<file path="config.mk">
export PLATFORM = sky130hd
export DESIGN_NAME = fir_sample_packer_flat
export DESIGN_NICKNAME = d
export VERILOG_FILES = /design/src/rtl/fir_pkg.sv /design/src/rtl/fir_sample_packer_if.sv /design/src/rtl/fir_beat_fifo.sv /design/src/rtl/fir_sample_packer.sv /design/src/flat_wrapper.sv
export SDC_FILE = /design/constraint.sdc
export NUM_CORES = 1
export LEC_CHECK = 0
export BUFFER_PORTS_ARGS = -buffer_cell sky130_fd_sc_hd__buf_2
export CORE_MARGIN = 2
export CORE_UTILIZATION = 64
export DETAILED_ROUTE_END_ITERATION = 16
export HOLD_SLACK_MARGIN = 0.03
export PLACE_DENSITY = 0.84
export SLEW_MARGIN = 20
export SYNTH_ARGS = -nofsm -noshare
export SYNTH_HDL_FRONTEND = slang
export SYNTH_SLANG_ARGS = --single-unit
</file>
<file path="constraint.sdc">
create_clock -name clk -period 7.44 [get_ports clk]
set_input_delay 0.372 -clock clk [delete_from_list [all_inputs] [get_ports clk]]
set_output_delay 0.372 -clock clk [all_outputs]
set_load 0.02 [all_outputs]
</file>
<file path="src/rtl/fir_pkg.sv">
// fir_pkg: shared widths, beat type and FIFO state encoding
// for the FIR sample packer.
package fir_pkg;

  localparam int DATA_WIDTH = 16;
  localparam int P_SAMPLES  = 8;
  localparam int CHANNELS   = 2;

  localparam int BEAT_W = CHANNELS * P_SAMPLES * DATA_WIDTH;
  localparam int LANE_W = $clog2(P_SAMPLES);

  typedef logic [BEAT_W-1:0] beat_t;

  typedef enum logic [1:0] {
    EMPTY,
    ONE,
    TWO
  } fifo_state_e;

endpackage

</file>
<file path="src/rtl/fir_sample_packer_if.sv">
// fir_sample_packer_if: sample-pair input, flush/busy and the
// beat stream; master is the packer, slave its environment.
interface fir_sample_packer_if;
  import fir_pkg::*;

  logic                  in_valid;
  logic                  in_ready;
  logic [DATA_WIDTH-1:0] in_ch0;
  logic [DATA_WIDTH-1:0] in_ch1;
  logic                  flush;
  logic                  m_tvalid;
  logic                  m_tready;
  beat_t                 m_tdata;
  logic                  busy;

  modport master (
    input  in_valid,
    input  in_ch0,
    input  in_ch1,
    input  flush,
    input  m_tready,
    output in_ready,
    output m_tvalid,
    output m_tdata,
    output busy
  );

  modport slave (
    output in_valid,
    output in_ch0,
    output in_ch1,
    output flush,
    output m_tready,
    input  in_ready,
    input  m_tvalid,
    input  m_tdata,
    input  busy
  );

endinterface

</file>
<file path="src/rtl/fir_beat_fifo.sv">
// fir_beat_fifo: 2-entry registered beat FIFO; the head register
// drives the stream outputs directly.
module fir_beat_fifo
  import fir_pkg::*;
(
  input  logic  clk,
  input  logic  nrst,
  input  logic  push_i,
  input  beat_t din_i,
  input  logic  ready_i,
  output logic  valid_o,
  output beat_t data_o,
  output logic  full_o,
  output logic  empty_o
);

  fifo_state_e state_q, state_d;
  beat_t       head_q, head_d;
  beat_t       tail_q, tail_d;
  logic        pop;

  assign pop = (state_q != EMPTY) && ready_i;

  always_ff @(posedge clk or negedge nrst) begin
    if (!nrst) begin
      state_q <= EMPTY;
      head_q  <= '0;
      tail_q  <= '0;
    end else begin
      state_q <= state_d;
      head_q  <= head_d;
      tail_q  <= tail_d;
    end
  end

  always_comb begin
    state_d = state_q;
    head_d  = head_q;
    tail_d  = tail_q;
    unique case (state_q)
      EMPTY: begin
        if (push_i) begin
          head_d  = din_i;
          state_d = ONE;
        end
      end
      ONE: begin
        unique case ({push_i, pop})
          2'b11: head_d = din_i;
          2'b10: begin
            tail_d  = din_i;
            state_d = TWO;
          end
          2'b01: state_d = EMPTY;
          default: ;
        endcase
      end
      TWO: begin
        // the packer never pushes here
        if (pop) begin
          head_d  = tail_q;
          state_d = ONE;
        end
      end
      default: state_d = EMPTY;
    endcase
  end

  assign valid_o = state_q != EMPTY;
  assign data_o  = head_q;
  assign full_o  = state_q == TWO;
  assign empty_o = state_q == EMPTY;

endmodule

</file>
<file path="src/rtl/fir_sample_packer.sv">
// fir_sample_packer: packs CH0/CH1 sample pairs into 256-bit beats
// for the FIR; FIR_PACKER_STATS_EN adds beat/stall counters.
module fir_sample_packer
  import fir_pkg::*;
(
  input  logic                clk,
  input  logic                nrst,
  fir_sample_packer_if.master bus
`ifdef FIR_PACKER_STATS_EN
  ,
  output logic [31:0]         beat_cnt,
  output logic [31:0]         stall_cnt
`endif
);

  localparam logic [LANE_W-1:0] LAST = LANE_W'(P_SAMPLES - 1);

  logic                  armed_q;
  logic [LANE_W-1:0]     lane_q, lane_d;
  logic                  pend_q, pend_d;
  logic [DATA_WIDTH-1:0] ch0_q [P_SAMPLES];
  logic [DATA_WIDTH-1:0] ch1_q [P_SAMPLES];

  logic  in_ready;
  logic  xfer;
  logic  last;
  logic  exec;
  logic  push;
  logic  full;
  logic  empty;
  beat_t push_beat;

  assign last = lane_q == LAST;

  // independent of m_tready: no combinational path in to out
  assign in_ready = armed_q && !pend_q && !(last && full);
  assign xfer     = bus.in_valid && in_ready;
  assign exec     = pend_q && !full;
  assign push     = (xfer && last) || exec;

  always_comb begin
    lane_d = lane_q;
    pend_d = pend_q;
    if (xfer) begin
      lane_d = last ? '0 : lane_q + LANE_W'(1);
    end
    if (exec) begin
      lane_d = '0;
      pend_d = 1'b0;
    end
    if (bus.flush && !pend_q && lane_d != '0) begin
      pend_d = 1'b1;
    end
  end

  always_comb begin
    push_beat = '0;
    for (int j = 0; j < P_SAMPLES; j++) begin
      logic [DATA_WIDTH-1:0] d0, d1;
      d0 = ch0_q[j];
      d1 = ch1_q[j];
      if (xfer && last && j == P_SAMPLES - 1) begin
        d0 = bus.in_ch0;
        d1 = bus.in_ch1;
      end else if (exec && j >= int'(lane_q)) begin
        d0 = '0;
        d1 = '0;
      end
      push_beat[DATA_WIDTH*j +: DATA_WIDTH] = d0;
      push_beat[P_SAMPLES*DATA_WIDTH + DATA_WIDTH*j +: DATA_WIDTH] = d1;
    end
  end

  always_ff @(posedge clk or negedge nrst) begin
    if (!nrst) begin
      armed_q <= 1'b0;
      lane_q  <= '0;
      pend_q  <= 1'b0;
      for (int j = 0; j < P_SAMPLES; j++) begin
        ch0_q[j] <= '0;
        ch1_q[j] <= '0;
      end
    end else begin
      armed_q <= 1'b1;
      lane_q  <= lane_d;
      pend_q  <= pend_d;
      if (xfer) begin
        ch0_q[lane_q] <= bus.in_ch0;
        ch1_q[lane_q] <= bus.in_ch1;
      end
    end
  end

  fir_beat_fifo u_fifo (
    .clk     (clk),
    .nrst    (nrst),
    .push_i  (push),
    .din_i   (push_beat),
    .ready_i (bus.m_tready),
    .valid_o (bus.m_tvalid),
    .data_o  (bus.m_tdata),
    .full_o  (full),
    .empty_o (empty)
  );

  assign bus.in_ready = in_ready;
  assign bus.busy     = (lane_q != '0) || pend_q || !empty;

`ifdef FIR_PACKER_STATS_EN
  logic [31:0] beat_q, stall_q;

  always_ff @(posedge clk or negedge nrst) begin
    if (!nrst) begin
      beat_q  <= '0;
      stall_q <= '0;
    end else begin
      if (push) beat_q <= beat_q + 32'd1;
      if (bus.in_valid && !in_ready) stall_q <= stall_q + 32'd1;
    end
  end

  assign beat_cnt  = beat_q;
  assign stall_cnt = stall_q;
`endif

endmodule

</file>
<file path="src/flat_wrapper.sv">
// flat-port wrapper written by rule: the top's interface ports become plain ports
module fir_sample_packer_flat import fir_pkg::*;
  (clk, nrst, bus_in_valid, bus_in_ch0, bus_in_ch1, bus_flush, bus_m_tready, bus_in_ready, bus_m_tvalid, bus_m_tdata, bus_busy);
  fir_sample_packer_if bus_i ();
  input  logic clk;
  input  logic nrst;
  input wire logic [$bits(bus_i.in_valid)-1:0] bus_in_valid;
  input wire logic [$bits(bus_i.in_ch0)-1:0] bus_in_ch0;
  input wire logic [$bits(bus_i.in_ch1)-1:0] bus_in_ch1;
  input wire logic [$bits(bus_i.flush)-1:0] bus_flush;
  input wire logic [$bits(bus_i.m_tready)-1:0] bus_m_tready;
  output wire logic [$bits(bus_i.in_ready)-1:0] bus_in_ready;
  output wire logic [$bits(bus_i.m_tvalid)-1:0] bus_m_tvalid;
  output wire logic [$bits(bus_i.m_tdata)-1:0] bus_m_tdata;
  output wire logic [$bits(bus_i.busy)-1:0] bus_busy;
  assign bus_i.in_valid = bus_in_valid;
  assign bus_i.in_ch0 = bus_in_ch0;
  assign bus_i.in_ch1 = bus_in_ch1;
  assign bus_i.flush = bus_flush;
  assign bus_i.m_tready = bus_m_tready;
  assign bus_in_ready = bus_i.in_ready;
  assign bus_m_tvalid = bus_i.m_tvalid;
  assign bus_m_tdata = bus_i.m_tdata;
  assign bus_busy = bus_i.busy;
  fir_sample_packer u_core (.clk(clk), .nrst(nrst), .bus(bus_i));
endmodule
</file>
# Yosys cells after proc, flatten, opt, wreduce, memory -nomap -nowiden
# Cells that the tools add are included.
word_totals:
  reg_bits: 775
  output_inout_bits: 259
op_classes:
  add_sub_neg: 1
  magnitude_cmp: 9
  n_eq_ne: 10
  mux: 35
  bitwise: 1
  reduce_logical: 33
ops:
  columns: ["operator", "n"]
  rows:
  - ["2-to-1 mux 256 bit", 3]
  - ["one-hot mux 256 bit (3 select lines)", 1]
  - ["2-to-1 mux 16 bit", 19]
  - ["bitwise mux 128 bit", 2]
  - ["demux 16 bit (select 3 bit)", 1]
  - ["logical AND 1 bit", 17]
  - [">= comparator 3 bit, first input constant", 3]
  - ["2-to-1 mux 3 bit", 3]
  - ["nonzero test 3 bit", 3]
  - ["equality test 2 bit, second input constant", 3]
  - [">= comparator 1 x 3 -> 1 bit, first input constant", 2]
  - [">= comparator 2 x 3 -> 1 bit, first input constant", 2]
  - ["one-hot mux 2 bit (3 select lines)", 1]
  - ["equality test 2 x 1 -> 1 bit, second input constant", 2]
  - [">= comparator 4 bit, second input constant", 1]
  - ["zero test 1 bit", 4]
  - ["less-than comparator 4 x 1 -> 1 bit, second input constant", 1]
  - ["2-to-1 mux 2 bit", 2]
  - ["!= test 2 bit, second input constant", 2]
  - ["inverter 3 -> 4 bit", 1]
  - ["one-hot mux 2 bit (2 select lines)", 1]
  - ["AND reduction 4 bit", 1]
  - ["nonzero test 2 bit", 2]
  - ["adder 3 x 1 -> 3 bit, second input constant", 1]
  - ["other kinds (8)", 11]

# Longest topological paths before layout
# Gate-level depths: netlist of run 1.
logic_depth:
  ltp_word: 10
  ltp_mapped: 15

# Cells and area by module
# A second synthesis of run 1 with hierarchy kept.
hier_totals:
  cells_unflattened: 2331
  area_unflattened_um2: 34550.6
by_module_without_submodules:
  columns: ["module", "instances", "cells_per_inst", "area_each_um2", "seq_area_each_um2"]
  rows:
  - ["fir_beat_fifo", 1, 1382, 22587.9, 12862.3]
  - ["fir_sample_packer", 1, 949, 11962.7, 6531.3]

# Least setup slack after synthesis of run 1
# OpenSTA, ideal clock, no wires.
synth_path:
  path_kind: "flip-flop to flip-flop"
  from: "register u_core.lane_q[1]"
  to: "register u_core.u_fifo.tail_q[128]"
  setup_time_ns: 0.065
  arrival_ns: 2.871
  path_slack_ns: 4.504
  path_stages_with_launch: 14
  n_path_buf: 5
  synth_period_minus_slack_ns: 2.936
  path_cell_list: "dfrtp_1 > ha_1 > ha_1 > a31oi_1 > or2_1 > buf_2 > buf_6 > inv_1 > ha_1 > nand2_1 > buf_2 > clkbuf_1 > clkbuf_1 > a22o_1"
synth_via:
  elab_chain_len: 9
synth_lines:
  columns: ["item", "line_no", "source"]
  rows:
  - ["from (decl)", "fir_sample_packer.sv:19", "logic [LANE_W-1:0] lane_q, lane_d;"]
  - ["from (signal assigned)", "fir_sample_packer.sv:85", "lane_q <= lane_d;"]
  - ["equality test 3 bit", "fir_sample_packer.sv:33", "assign last = lane_q == LAST;"]
  - ["logical AND 1 bit", "fir_sample_packer.sv:36", "assign in_ready = armed_q && !pend_q && !(last && full);"]
  - ["zero test 1 bit", "fir_sample_packer.sv:36", null]
  - ["logical AND 1 bit", "fir_sample_packer.sv:36", null]
  - ["logical AND 1 bit", "fir_sample_packer.sv:37", "assign xfer = bus.in_valid && in_ready;"]
  - ["logical AND 1 bit", "fir_sample_packer.sv:39", "assign push = (xfer && last) || exec;"]
  - ["logical OR 1 bit", "fir_sample_packer.sv:39", null]
  - ["equality test 2 bit", "fir_beat_fifo.sv:48", "unique case ({push_i, pop})"]
  - ["AND reduction 2 bit (no line)", null, null]
  - ["to (signal assigned)", "fir_beat_fifo.sv:32", "tail_q <= tail_d;"]
  - ["to (decl)", "fir_beat_fifo.sv:19", "beat_t tail_q, tail_d;"]
# Several ways; a longest one is shown, not always the timed one.
# A chain may end at the register's enable or synchronous reset.

# Worst setup path in the final report of run 1
layout_path:
  from: "register u_core.lane_q[0]"
  to: "register u_core.u_fifo.tail_q[144]"
# Same word-level chain as after synthesis.

==> run_results.csv, run 1 <==
group,metric,value,unit
synthesis,syn_nets,2747,
cells_and_area,fin_nets,2940,
floorplan,rows,80,
sta,setup_viol_count_final,0,
placement,port_buffers,295,
synthesis,yosysWarningCount,0,
power,p_total,17.13,mW
cts,cts.sinks,775,
critical_path,r2r-end,"u_core.u_fifo.tail_q[144]",
cells_and_area,area_growth,13.88,%
critical_path,cp_slowest_stage_delay,0.66,ns
sta,skew,0.01990,ns
synthesis,yosys.area_share.simple,0.1039,
sta,setup_tns,0,ns
sta,slew_headroom,0.1634,
sta,layout_setup_ws,2.589,ns
cts,root_buffer,"clkbuf_16",
drt,viasPerCell,6.504,
global_route,track_usage,0.3353,
drt,first_iter_violations,3004,
sta,rsz0062_at_grt,"no",
synthesis,synth_ff_type,"dfrtp_1",
synthesis,yosysSeqAreaShare,0.6221,
sta,max_slew.worst_pin.slew,1.255,ns
critical_path,path_class,"reg -> reg",
floorplan,die_area,0.05049,mm^2
critical_path,cp.arrival,5.25,ns
placement,gp_congestion,0.7956,
floorplan,core_area,0.04795,mm^2
cells_and_area,final_cell_mix,"dfrtp_1 (775), nor2_1 (390), nand2_1 (295)",
drt,postRouteAntennaNets,0,
critical_path,cp-end-kind,"flop",
critical_path,critPathMaxFanout,235,
cells_and_area,drive_gt1_frac,0.2571,
critical_path,slowest_stage,"or2_2",
synthesis,synth_seq_cells,775,
global_route,grt_max_degree,236,
critical_path,cp-start-kind,"flop",
drt,drt-total-wl,84250,um
synthesis,synthAdderAreaFrac,0.002408,
sta,timing.fmax,206.2,MHz
floorplan,ios,296,
critical_path,startpoint,"u_core.lane_q[0]",
floorplan,die_w,224.7,um
cells_and_area,layout_commonest_cell,"dfrtp_1",
sta,finalMaxSlewViolations,0,
placement,placed_cells,3429,
cts,cts-buffers-inserted,76,
cts,cts_tree,"built",
sta,period_share,0.6520,
critical_path,crit_top_cell,"ha_1",
power,ir_drop,411.6,uV
critical_path,crit_chain,"ha_1 > ha_1 > a31oi_1 > or2_2 > inv_1 > ha_1 > nand2_4 > buf_12 > o21ai_0",
placement,hpwl,48020,um
synthesis,synth-edff-count,0,
critical_path,rr_startpoint,"u_core.lane_q[0]",
critical_path,rrSetupSlack,2.59,ns
synthesis,synth_top_family_by_area,"compound AO/OA/AOI/OAI gates",
drt,drt_first_pass_iters,6,
cells_and_area,num-fill-cells,3070,
critical_path,critPathRequiredTime,7.84,ns
cts,cts-resized-gates,0,
sta,hold_violations,0,
cells_and_area,fin_cells,3573,
cts,clk_pin_slew,0.06,ns
global_route,grt-ovfl-total,0,
critical_path,crit_end,"u_core.u_fifo.tail_q[144]",
power,cellPowerDensity,482.5,mW/mm^2
drt,drcViolationCount,0,
cts,cts_max_path_buffers,3,
critical_path,worst_r2r_path_depth,9,
global_route,antenna_found_initial,9,
sta,finalCriticalPeriod,4.851,ns
synthesis,synth_cell_types,42,
synthesis,synth.area.mux_share,0.1047,
synthesis,synth_compound_area_frac,0.1337,
global_route,grt_pass1_wl,130000,um
job,max-cap-violations,0,
synthesis,synth_xor_xnor_area_share,0,
floorplan,start_util,0.6502,
drt,wl_per_cell,23.58,um
status,outcome,"finished, final reports clean",
synthesis,syn_area_per_cell,11.53,um^2
drt,via_count,23238,
placement,place_ws,2.253,ns
synthesis,synthCells,2704,
cts,clk_latency,0.61,ns
cts,cts-htree-levels,3,
global_route,grt_pass1_vias,22714,
hold_path,hp-class,"in -> reg",
synthesis,async_reset_ff_frac,1.000,
power,p_leak,16.83,nW
synthesis,syn-cell-area,0.03117,mm^2
floorplan,die_y,224.7,um
cells_and_area,final_util,0.7404,
==> synth_stat cells (all sizes together), types with 3 or more instances <==
cell type | n | area [um^2]
a21oi | 108 | 551.8
o21ai | 133 | 665.6
nand3 | 98 | 490.5
nand2 | 298 | 1121
nand4 | 3 | 18.77
nor3 | 5 | 63.81
a31oi | 67 | 419.2
inv | 6 | 22.52
buf | 119 | 635.6
ha | 6 | 75.07
a22oi | 33 | 247.7
a221oi | 128 | 1121
dfrtp | 775 | 19390
mux2 | 289 | 3254
or2 | 3 | 18.77
clkbuf | 99 | 372.9
a22o | 128 | 1121
nor2 | 391 | 1468
==> layout make-up <==
| class | count | area [um^2] | share of cell area |
|---|---|---|---|
| well taps | 615 | 769.5 | 0.02167 |
| inverters | 6 | 22.52 | 0.0006344 |
| clock buffers | 120 | 2361 | 0.06650 |
| repair buffers | 333 | 1933 | 0.05445 |
| clock inverters | 17 | 170.2 | 0.004793 |
| flip-flops and latches | 775 | 19390 | 0.5463 |
| diodes | 2 | 5.005 | 0.0001410 |
| multi-input cells | 1705 | 10850 | 0.3055 |
==> repair_timing <==
item | CTS | global route
hold buffers | 2 | 0
endpoints found under the setup margin | 0 | 0
hold endpoints to repair | 115 | 0
setup buffers | 0 | 0
==> per-stage QoR <==
| stage | hold slack [ns] | area, um^2 |
|---|---|---|
| finish | 0.1696 | 35500 |
| global placement | 0.4616 | 32850 |
| detailed placement | 0.4698 | 32870 |
| floorplan | 0.07641 | 31170 |
| CTS | 0.1396 | 35420 |
| global route | 0.2031 | 35500 |
==> worst min path at each step <==
stage,start,endpoint,cells past startpoint
detailed placement,u_core.u_fifo.tail_q[178],u_core.u_fifo.tail_q[178],2
global placement,u_core.u_fifo.tail_q[51],u_core.u_fifo.tail_q[51],2
global route,bus_flush,u_core.pend_q,3
CTS,bus_flush,u_core.pend_q,3
floorplan,nrst,u_core.armed_q,0
finish,bus_flush,u_core.pend_q,3
==> per-layer routing <==
layer,vias up,share of wire,wire length [um],GRT usage
met4,0,0.035,2937,0.1346
met2,1172,0.49,40920,0.5232
met3,199,0.089,7491,0.07159
met1,11909,0.39,32900,0.4663
li1,9958,-,-,-
met5,-,0,0,0
==> logic make-up (layout without fill, tap and decap cells) <==
family	Yosys count	after routing
DFF	775	775
AOI/OAI and AO/OA	602	602
and+or+nand+nor	806	806
adders and majority gates	6	6
muxes	290	290
buffers and inverters	224	476
other	1	3
==> critical path: cells and delay by family (launching register included) <==
kind,cells,cell delay (ns)
AOI/OAI and AO/OA,2,0.89
DFF,1,0.52
buffers and inverters,2,0.72
and+or+nand+nor,2,1.25
adders and majority gates,3,0.83
==> state kept, by name (all words and copies together) (netlist names) <==
signal and flops:
u_core.u_fifo.data_o 256, u_core.u_fifo.state_q 2, u_core.ch0_q 128, u_core.u_fifo.tail_q 256
u_core.ch1_q 128, u_core.armed_q 1, u_core.pend_q 1, u_core.lane_q 3
==> where the power goes <==
group | switching, mW | internal [mW]
registers | 1.11 | 5.79
clock network | 1.59 | 2.28
logic | 4.15 | 2.20
Note: power is estimated with default switching activity, not from simulation.
==> inputs of run 2 (changes only) <==
--- a/config.mk
+++ b/config.mk
@@ -7,10 +7,10 @@
 export LEC_CHECK = 0
 export BUFFER_PORTS_ARGS = -buffer_cell sky130_fd_sc_hd__buf_2
 export CORE_MARGIN = 2
-export CORE_UTILIZATION = 64
+export CORE_UTILIZATION = 59
 export DETAILED_ROUTE_END_ITERATION = 16
 export HOLD_SLACK_MARGIN = 0.03
-export PLACE_DENSITY = 0.84
+export PLACE_DENSITY = 0.78
 export SLEW_MARGIN = 20
 export SYNTH_ARGS = -nofsm -noshare
 export SYNTH_HDL_FRONTEND = slang
==> constraint.sdc (replaced) <==
create_clock -name clk -period 4.5 [get_ports clk]
set_input_delay 0.225 -clock clk [delete_from_list [all_inputs] [get_ports clk]]
set_output_delay 0.225 -clock clk [all_outputs]
set_load 0.02 [all_outputs]
==> run 2 against run 1 <==
Setup slack lost 1.8 ns; flip-flop and latch count is the same; clock power grew 62%; largest cell class unchanged; largest power group unchanged.
==> run_results.csv, run 2 (same netlist as run 1, synthesis figures left out) <==
group,metric,value,unit
cells_and_area,layout_commonest_cell,"dfrtp_1",
cts,root_buffer,"clkbuf_16",
cts,cts_max_path_buffers,3,
cells_and_area,num_antenna_cells,0,
cts,clk_latency,0.62,ns
job,max-cap-violations,0,
drt,drt_first_pass_iters,10,
sta,slew_headroom,0.2352,
cts,cts-resized-gates,0,
cts,cts_tree,"built",
status,outcome,"finished, final reports clean",
sta,hold_violations,0,
power,p_total,28.16,mW
critical_path,rr_startpoint,"u_core.lane_q[0]",
drt,postRouteAntennaNets,0,
cells_and_area,num-fill-cells,3828,
cells_and_area,multiInputGateArea,0.01088,mm^2
drt,wl_per_cell,23.43,um
critical_path,path_class,"reg -> reg",
floorplan,die_area,0.05469,mm^2
sta,rsz0062_at_grt,"no",
cts,clk_pin_slew,0.06,ns
drt,viasPerCell,6.326,
cts,holdBufCountCts,3,
floorplan,die_w,233.9,um
power,ir_drop,548.1,uV
critical_path,startpoint,"u_core.lane_q[0]",
cells_and_area,fin_nets,2945,
critical_path,critPathMaxFanout,96,
sta,max_slew.worst_pin.slew,1.147,ns
global_route,grt_max_degree,219,
cts,post-cts-setup-buffers,0,
floorplan,ios,296,
drt,via_count,23079,
power,cellPowerDensity,791.7,mW/mm^2
floorplan,core_area,0.05245,mm^2
cells_and_area,final_cell_mix,"dfrtp_1 (775), nor2_1 (390), nand2_1 (295)",
drt,drcViolationCount,0,
sta,finalMaxSlewViolations,0,
drt,drt-total-wl,85470,um
global_route,antenna_found_initial,12,
sta,skew,0.01874,ns
critical_path,cp-end-kind,"flop",
cells_and_area,regArea,0.01939,mm^2
drt,first_iter_violations,2364,
sta,finalCriticalPeriod,3.739,ns
placement,port_buffers,295,
sta,setup_tns,0,ns
cts,cts-htree-levels,3,
floorplan,rows,84,
global_route,grt_pass1_vias,22578,
floorplan,start_util,0.5944,
global_route,track_usage,0.3161,
global_route,grt-ovfl-total,0,
global_route,grt_pass1_wl,132400,um
critical_path,critPathRequiredTime,5.02,ns
cts,cts.sinks,775,
sta,setup_viol_count_final,0,
placement,gp_congestion,0.8360,
cells_and_area,drive_gt1_frac,0.2547,
cts,cts-buffers-inserted,77,
critical_path,cp-start-kind,"flop",
hold_path,hp-class,"in -> async",
floorplan,die_y,233.9,um
sta,period_share,0.8308,
critical_path,cp.arrival,4.26,ns
power,p_leak,16.79,nW
cells_and_area,area_growth,14.09,%
placement,hpwl,49900,um
sta,timing.fmax,267.5,MHz
-- run 2: where the power goes --
group	switching [mW]	total [mW]	internal (mW)	leakage (nW)
sequential	1.84	11.4	9.57	10.0
combinational	6.85	10.5	3.64	5.59
clock	2.65	6.26	3.61	1.20
-- run 2: path summary, 6_finish.rpt --
path | endpoint | slack [ns] | cells past startpoint
worst max-delay path | u_core.u_fifo.data_o[21] | 0.76 | 11
worst min-delay path | u_core.u_fifo.tail_q[67] | 0.07 | 2
worst max register to register | u_core.u_fifo.data_o[21] | 0.76 | 11
worst min register to register | u_core.u_fifo.tail_q[240] | 0.48 | 2
max in group asynchronous | u_core.u_fifo.data_o[134] | 3.13 | 4
min in group clk | u_core.ch0_q[100] | 0.13 | 2
-- run 2: routing by layer --
layer / part of all wire / global-route usage / up-vias
met5: 0.00015 / 0 / -
met4: 0.032 / 0.1163 / 2
met3: 0.082 / 0.05897 / 161
met2: 0.48 / 0.4948 / 1064
met1: 0.41 / 0.4460 / 11907
li1: - / - / 9945
-- run 2: critical path, cell delays in order (launching register included) --
cell and delay, ns:
dfrtp_1 0.51, ha_1 0.28, ha_1 0.29, a31oi_1 0.53, or2_1 0.20, inv_1 0.07
ha_1 0.19, a22oi_1 0.36, o21a_4 0.39, buf_12 0.39, a21oi_1 0.12, a21oi_1 0.19
-- run 2: through the flow --
step	instance area [um^2]	std cells	hold slack [ns]	util	setup WS [ns]
finish	35570	3648	0.07249	0.6782	0.7615
global route	35570	3648	0.1048	0.6782	0.5628
CTS	35530	3647	0.09857	0.6775	0.8536
detailed placement	33060	3507	0.4054	0.6303	0.8753
global placement	33060	3507	0.3995	0.6303	1.057
floorplan	31170	2704	-0.07059	-	1.564
-- run 2: final cells by class --
| cell class | instances | share of cell area |
|---|---|---|
| sequential | 775 | 0.5453 |
| clock buffer | 126 | 0.06708 |
| tap | 688 | 0.02420 |
| clock inverter | 11 | 0.001689 |
| timing repair buffer | 337 | 0.05516 |
| multi-input combinational | 1705 | 0.3060 |
| inverter | 6 | 0.0006332 |
